`src/rtl/io_pkg.sv`:
```
// io_pkg: shared constants and types for the board-side I/O endpoint.
//   SEG_HEX     active-low seven-segment glyphs for hex digits 0-F, {dp,g,f,e,d,c,b,a}
//   SEG_E       'E' glyph used for decimal overflow
//   SEG_BLANK   all segments off
//   TUBE_DIGITS number of multiplexed digits on the tube
//   tube_t      registered anode/segment pair driven to the pins
package io_pkg;

  localparam int unsigned TUBE_DIGITS = 8;

  localparam logic [7:0] SEG_E     = 8'h86;
  localparam logic [7:0] SEG_BLANK = 8'hFF;

  // dp (bit 7) is always high, i.e. off
  localparam logic [7:0] SEG_HEX [16] = '{
    8'hC0, 8'hF9, 8'hA4, 8'hB0, 8'h99, 8'h92, 8'h82, 8'hF8,
    8'h80, 8'h90, 8'h88, 8'h83, 8'hC6, 8'hA1, 8'h86, 8'h8E
  };

  typedef struct packed {
    logic [7:0] an;
    logic [7:0] seg;
  } tube_t;

endpackage

```
`src/rtl/debounce_sync.sv`:
```
// debounce_sync: two-flop synchroniser followed by a shared stability counter.
// The whole WIDTH-bit word is accepted at once after the synchronised value has
// differed from the accepted value, unchanged, for DEB_CYCLES consecutive samples.
//   clk, rst  system clock, synchronous active-high reset
//   raw       asynchronous input word
//   stable    debounced (accepted) word
module debounce_sync #(
  parameter int unsigned WIDTH      = 16,
  parameter int unsigned DEB_CYCLES = 200000
) (
  input  logic             clk,
  input  logic             rst,
  input  logic [WIDTH-1:0] raw,
  output logic [WIDTH-1:0] stable
);

  localparam int unsigned CNT_W = (DEB_CYCLES > 2) ? $clog2(DEB_CYCLES) : 1;

  logic [WIDTH-1:0] sync1;
  logic [WIDTH-1:0] sync2;
  logic [WIDTH-1:0] prev;
  logic [CNT_W-1:0] cnt;

  // Counter holds the number of identical consecutive samples that differ from stable;
  // a fresh differing value restarts the count at one.
  always_ff @(posedge clk) begin
    if (rst) begin
      sync1  <= '0;
      sync2  <= '0;
      prev   <= '0;
      cnt    <= '0;
      stable <= '0;
    end else begin
      sync1 <= raw;
      sync2 <= sync1;
      prev  <= sync2;
      if (sync2 == stable) begin
        cnt <= '0;
      end else if (sync2 != prev) begin
        cnt <= CNT_W'(1);
      end else if (cnt == CNT_W'(DEB_CYCLES - 1)) begin
        stable <= sync2;
        cnt    <= '0;
      end else begin
        cnt <= cnt + CNT_W'(1);
      end
    end
  end

endmodule

```
`src/rtl/io_board_endpoint.sv`:
```
// io_board_endpoint: board-side end of the CPU I/O interface.
// Displays the last CPU I/O write on the 8-digit multiplexed tube and returns
// debounced switches plus a one-cycle confirm strobe to the CPU.
// Build option: define TUBE_DEC_EN to show the value as 8 decimal digits
// (sequential binary->BCD, 'E' on every digit above 99_999_999); otherwise hex.
//   clk, rst    system clock, synchronous active-high reset
//   io_we       CPU write strobe qualifying io_wdata
//   io_wdata    value to display
//   sw_raw      raw switches      -> sw_data   debounced switch word
//   conf_raw    raw confirm button -> conf_pulse one pulse per accepted press
//   tube_an     digit enables, active-low one-hot
//   tube_seg    segments {dp,g,f,e,d,c,b,a}, active-low
module io_board_endpoint #(
  parameter int unsigned SCAN_DIV   = 100000,
  parameter int unsigned DEB_CYCLES = 200000
) (
  input  logic        clk,
  input  logic        rst,
  input  logic        io_we,
  input  logic [31:0] io_wdata,
  input  logic [15:0] sw_raw,
  input  logic        conf_raw,
  output logic [15:0] sw_data,
  output logic        conf_pulse,
  output logic [7:0]  tube_an,
  output logic [7:0]  tube_seg
);

  import io_pkg::*;

  localparam int unsigned PRE_W = (SCAN_DIV > 2) ? $clog2(SCAN_DIV) : 1;
  localparam int unsigned IDX_W = $clog2(TUBE_DIGITS);

  logic [31:0] disp_reg;
  logic [31:0] disp_val;   // nibble-per-digit value currently shown
  logic        disp_err;   // force 'E' on every digit

  // CPU write capture
  always_ff @(posedge clk) begin
    if (rst) begin
      disp_reg <= '0;
    end else if (io_we) begin
      disp_reg <= io_wdata;
    end
  end

`ifdef TUBE_DEC_EN
  logic [31:0] bin_sh;
  logic [31:0] bcd_sh;
  logic [31:0] bcd_adj;
  logic [4:0]  step;
  logic        busy;

  // Shift-add-3: bump every BCD digit >= 5 before the next shift
  always_comb begin
    bcd_adj = bcd_sh;
    for (int d = 0; d < 8; d++) begin
      if (bcd_sh[4*d +: 4] >= 4'd5) begin
        bcd_adj[4*d +: 4] = bcd_sh[4*d +: 4] + 4'd3;
      end
    end
  end

  // 32-step conversion; a new write restarts it, old result stays shown until done
  always_ff @(posedge clk) begin
    if (rst) begin
      bin_sh   <= '0;
      bcd_sh   <= '0;
      step     <= '0;
      busy     <= 1'b0;
      disp_val <= '0;
      disp_err <= 1'b0;
    end else if (io_we) begin
      bin_sh <= io_wdata;
      bcd_sh <= '0;
      step   <= '0;
      busy   <= 1'b1;
    end else if (busy) begin
      {bcd_sh, bin_sh} <= {bcd_adj, bin_sh} << 1;
      step             <= step + 5'd1;
      if (step == 5'd31) begin
        busy     <= 1'b0;
        disp_val <= {bcd_adj[30:0], bin_sh[31]};
        disp_err <= disp_reg > 32'd99_999_999;
      end
    end
  end
`else
  assign disp_val = disp_reg;
  assign disp_err = 1'b0;
`endif

  // Digit scan
  logic [PRE_W-1:0] pre;
  logic [IDX_W-1:0] idx;
  logic [IDX_W-1:0] idx_nxt;
  logic             pre_tc;
  logic [3:0]       nib;
  tube_t            tube_nxt;

  assign pre_tc  = (pre == PRE_W'(SCAN_DIV - 1));
  assign idx_nxt = pre_tc ? idx + IDX_W'(1) : idx;
  assign nib     = disp_val[{idx_nxt, 2'b00} +: 4];

  always_comb begin
    tube_nxt.an  = ~(8'h01 << idx_nxt);
    tube_nxt.seg = disp_err ? SEG_E : SEG_HEX[nib];
  end

  // Anode and segments leave the same register stage, so digits never ghost
  always_ff @(posedge clk) begin
    if (rst) begin
      pre      <= '0;
      idx      <= '0;
      tube_an  <= 8'hFE;
      tube_seg <= SEG_HEX[0];
    end else begin
      pre      <= pre_tc ? '0 : pre + PRE_W'(1);
      idx      <= idx_nxt;
      tube_an  <= tube_nxt.an;
      tube_seg <= tube_nxt.seg;
    end
  end

  // Debounced inputs
  logic conf_acc;
  logic conf_acc_q;

  debounce_sync #(.WIDTH(16), .DEB_CYCLES(DEB_CYCLES)) u_deb_sw (
    .clk    (clk),
    .rst    (rst),
    .raw    (sw_raw),
    .stable (sw_data)
  );

  debounce_sync #(.WIDTH(1), .DEB_CYCLES(DEB_CYCLES)) u_deb_conf (
    .clk    (clk),
    .rst    (rst),
    .raw    (conf_raw),
    .stable (conf_acc)
  );

  // Rising edge of the accepted confirm level
  always_ff @(posedge clk) begin
    if (rst) begin
      conf_acc_q <= 1'b0;
      conf_pulse <= 1'b0;
    end else begin
      conf_acc_q <= conf_acc;
      conf_pulse <= conf_acc & ~conf_acc_q;
    end
  end

endmodule

```
`config.mk`:
```
export PLATFORM = sky130hd
export DESIGN_NAME = io_board_endpoint
export DESIGN_NICKNAME = d
export VERILOG_FILES = /design/src/rtl/io_pkg.sv /design/src/rtl/debounce_sync.sv /design/src/rtl/io_board_endpoint.sv
export SDC_FILE = /design/constraint.sdc
export NUM_CORES = 1
export LEC_CHECK = 0
export CAP_MARGIN = 20
export CORE_MARGIN = 2
export CORE_UTILIZATION = 30
export CTS_CLUSTER_DIAMETER = 100
export DETAILED_ROUTE_END_ITERATION = 6
export PLACE_DENSITY_LB_ADDON = 0.05
export SETUP_SLACK_MARGIN = 0.1
export SLEW_MARGIN = 5
export SYNTH_ARGS = -nofsm -noshare
export SYNTH_HDL_FRONTEND = slang
export SYNTH_SLANG_ARGS = --single-unit
```
`constraint.sdc`:
```
create_clock -name clk -period 6.65 [get_ports clk]
set_clock_uncertainty 0.1 [all_clocks]
set_input_delay 1.33 -clock clk [delete_from_list [all_inputs] [get_ports clk]]
set_output_delay 1.33 -clock clk [all_outputs]
set_load 0.05 [all_outputs]
```
==> flow_metrics.py <==
metrics = {
    "status": {
        "status": "finished clean",
    },
    "flow_run": {
        "maxCapViolCount": 0,
    },
    "sta": {
        "rsz0062_at_grt": "no",
        "hold_viol_final": 0,
        "setup_tns_ns": 0,
        "period_needed_ns": 4.084,
        "setup_violations": 0,
        "fin_crit_sh_pct": 61.41,
        "max_freq_ghz": 0.2449,
        "tightest_slew_ns": 0.9918,
        "relSlewSlack_pct": 33.72,
        "slew_violations": 0,
        "fin_ws_ns": 2.566,
    },
    "die": {
        "dieArea_mm2": 0.02499,
        "num_rows": 56,
        "fp.dieW_um": 158.1,
        "ioPinCount": 85,
        "core_mm2": 0.02340,
        "fp.dieH_um": 158.1,
        "initial_core_util_pct": 30.43,
    },
    "min_path": {
        "min_path_cells": 1,
        "hold_class": "flop to flop",
    },
    "drt": {
        "via_per_inst": 4.542,
        "firstDrtPassIters": 4,
        "drt_wl_total_um": 15970,
        "final_antenna_net_count": 0,
        "drt_iter0_markers": 253,
        "wl_per_cell_um": 13.89,
        "drc": 0,
        "vias": 5223,
    },
    "critical_path": {
        "crit_chain": "ha_1 -> and4_1 -> and4_1 -> mux2i_1 -> a2111oi_0 -> a22oi_1 -> nor2_1 -> inv_1 -> ha_1 -> mux4_2 -> and2_1",
        "crit_slowest_cell": "a2111oi_0",
        "start_kind": "flop",
        "crit_type": "flop to flop",
        "critPathArrivalTime_ns": 4.31,
        "slowest_delay_ns": 0.55,
        "cp.depth": 11,
        "crit_path_end_kind": "flop",
        "rr_worst_depth": 11,
        "cp_top_family": "simple AND/OR/NAND/NOR gates",
        "crit_buf_inv": 1,
        "cp.required_ns": 6.87,
        "crit_path_max_fanout": 9,
    },
    "grt": {
        "grt_pass1_wl_um": 26520,
        "grt_overflow": 0,
        "grt.total_usage_pct": 13.40,
        "grt_pass1_vias": 5247,
        "grt_start_max_net_pins": 67,
        "antenna_found_initial": 0,
    },
    "final_layout": {
        "final_common_cell": "dfxtp_1",
        "fin_cells": 1150,
        "finalNetCount": 880,
        "antennaDiodeCount": 0,
        "largest_reg_flops": 32,
        "syn_to_final_growth_pct": 24.05,
        "regArea_mm2": 0.003463,
        "drive_gt1_share_pct": 5.897,
        "layout.cells.most_common_list": "dfxtp_1, nor2_1, clkdlybuf4s50_1, nor2b_1, mux2i_1",
        "multiInputGateArea_mm2": 0.003442,
        "fillers": 2382,
    },
    "clocking": {
        "clockRootBuffer": "clkbuf_16",
        "postCtsSetupRepairBufs": 0,
        "clk_pin_slew_ns": 0.07,
        "clk_path_buf_depth": 2,
        "clk_latency_ns": 0.43,
        "cts_resized": 0,
        "cts_tree": "built",
        "cts_buffers": 17,
        "h-tree-depth": 4,
        "cts_hold_buf": 0,
        "cts_sinks": 173,
    },
    "logic_synthesis": {
        "synthArstFlopShare_pct": 0,
        "ys_seq_area_share_pct": 48.63,
        "synthCells": 746,
        "syn_nets": 808,
        "netlist_area_mm2": 0.007122,
        "synth_seq_cells": 173,
        "synth_edf_count": 0,
        "yosys_warnings": 0,
        "avgSynthCellArea_um2": 9.547,
        "yosys.cell_types.count": 61,
        "ys.flop_type": "dfxtp_1",
    },
    "place": {
        "hpwl_um": 11270,
        "dp_cells": 1118,
        "pre_cts_slack_ns": 2.655,
        "io_buffers": 83,
        "place_congestion": 0.7988,
    },
    "pwr": {
        "power.total_mw": 2.266,
        "vdd_drop_max_mv": 0.1487,
        "leakage_nw": 3.430,
        "p_per_area_mw_per_mm2": 256.5,
    },
}
==> power breakdown <==
part	total (mW)	internal (mW)	switching, mW
Sequential	1.08	1.06	0.0203
Clock	1.05	0.553	0.496
Combinational	0.134	0.0684	0.0652
==> Yosys cell counts (all sizes together), types with 10 or more instances <==
master | count | area (um2)
nor2 | 126 | 473.0
nor2b | 56 | 350.3
xnor2 | 35 | 306.5
and3 | 18 | 115.1
mux2i | 56 | 564.3
nand3 | 25 | 125.1
ha | 10 | 125.1
buf | 10 | 76.31
a21oi | 11 | 55.05
xor2 | 44 | 385.4
nand2 | 42 | 157.7
nand4 | 12 | 75.07
inv | 16 | 60.06
clkbuf | 21 | 80.07
o21ai | 10 | 50.04
dfxtp | 173 | 3463
==> layer usage <==
metal	GRT usage, %	up-vias	part of all wire (%)	routed length [um]
met5	0	-	0	0
li1	-	2662	-	-
met2	22.26	74	47	7580
met4	3.689	0	0.54	86
met1	17.40	2483	49	7827
met3	3.203	4	3.0	474
==> final timing paths <==
path                          from                     end  slack [ns]
min reg2reg  conf_acc_q$_SDFF_PP0_   conf_pulse$_SDFF_PP0_        0.30
min          conf_acc_q$_SDFF_PP0_   conf_pulse$_SDFF_PP0_        0.30
max              pre[0]$_SDFF_PP0_  tube_seg[3]$_SDFF_PP0_        2.57
max reg2reg      pre[0]$_SDFF_PP0_  tube_seg[3]$_SDFF_PP0_        2.57
==> layout make-up <==
class                   count  share of cell area (%)
well taps                 319                   4.518
inverters                  16                  0.6798
repair buffers             84                   9.404
multi-input cells         526                   38.96
flip-flops and latches    173                   39.20
clock inverters            15                   2.422
clock buffers              17                   4.815
==> through the flow <==
step	utilization [%]	area (um2)	hold slack [ns]
2_1_floorplan	-	7122	0.2674
3_3_place_gp	35.02	8195	0.2875
3_5_place_dp	35.02	8195	0.2871
4_1_cts	37.75	8835	0.2978
5_1_grt	37.75	8835	0.3033
6_report	37.75	8835	0.2962
==> cells by family (layout without fill, tap and decap cells) <==
group | after synthesis | count (layout) | share of synthesized area, %
AO/OA/AOI/OAI | 56 | 56 | 5.481
XOR/XNOR | 79 | 79 | 9.715
adder cells (fa/ha/maj) | 10 | 10 | 1.757
buffers and inverters | 47 | 132 | 3.039
flip-flops | 173 | 173 | 48.63
multiplexers | 62 | 62 | 9.030
other | 1 | 1 | 0.05266
AND/OR/NAND/NOR | 318 | 318 | 22.29
Note: power is estimated with default switching activity, not from simulation.
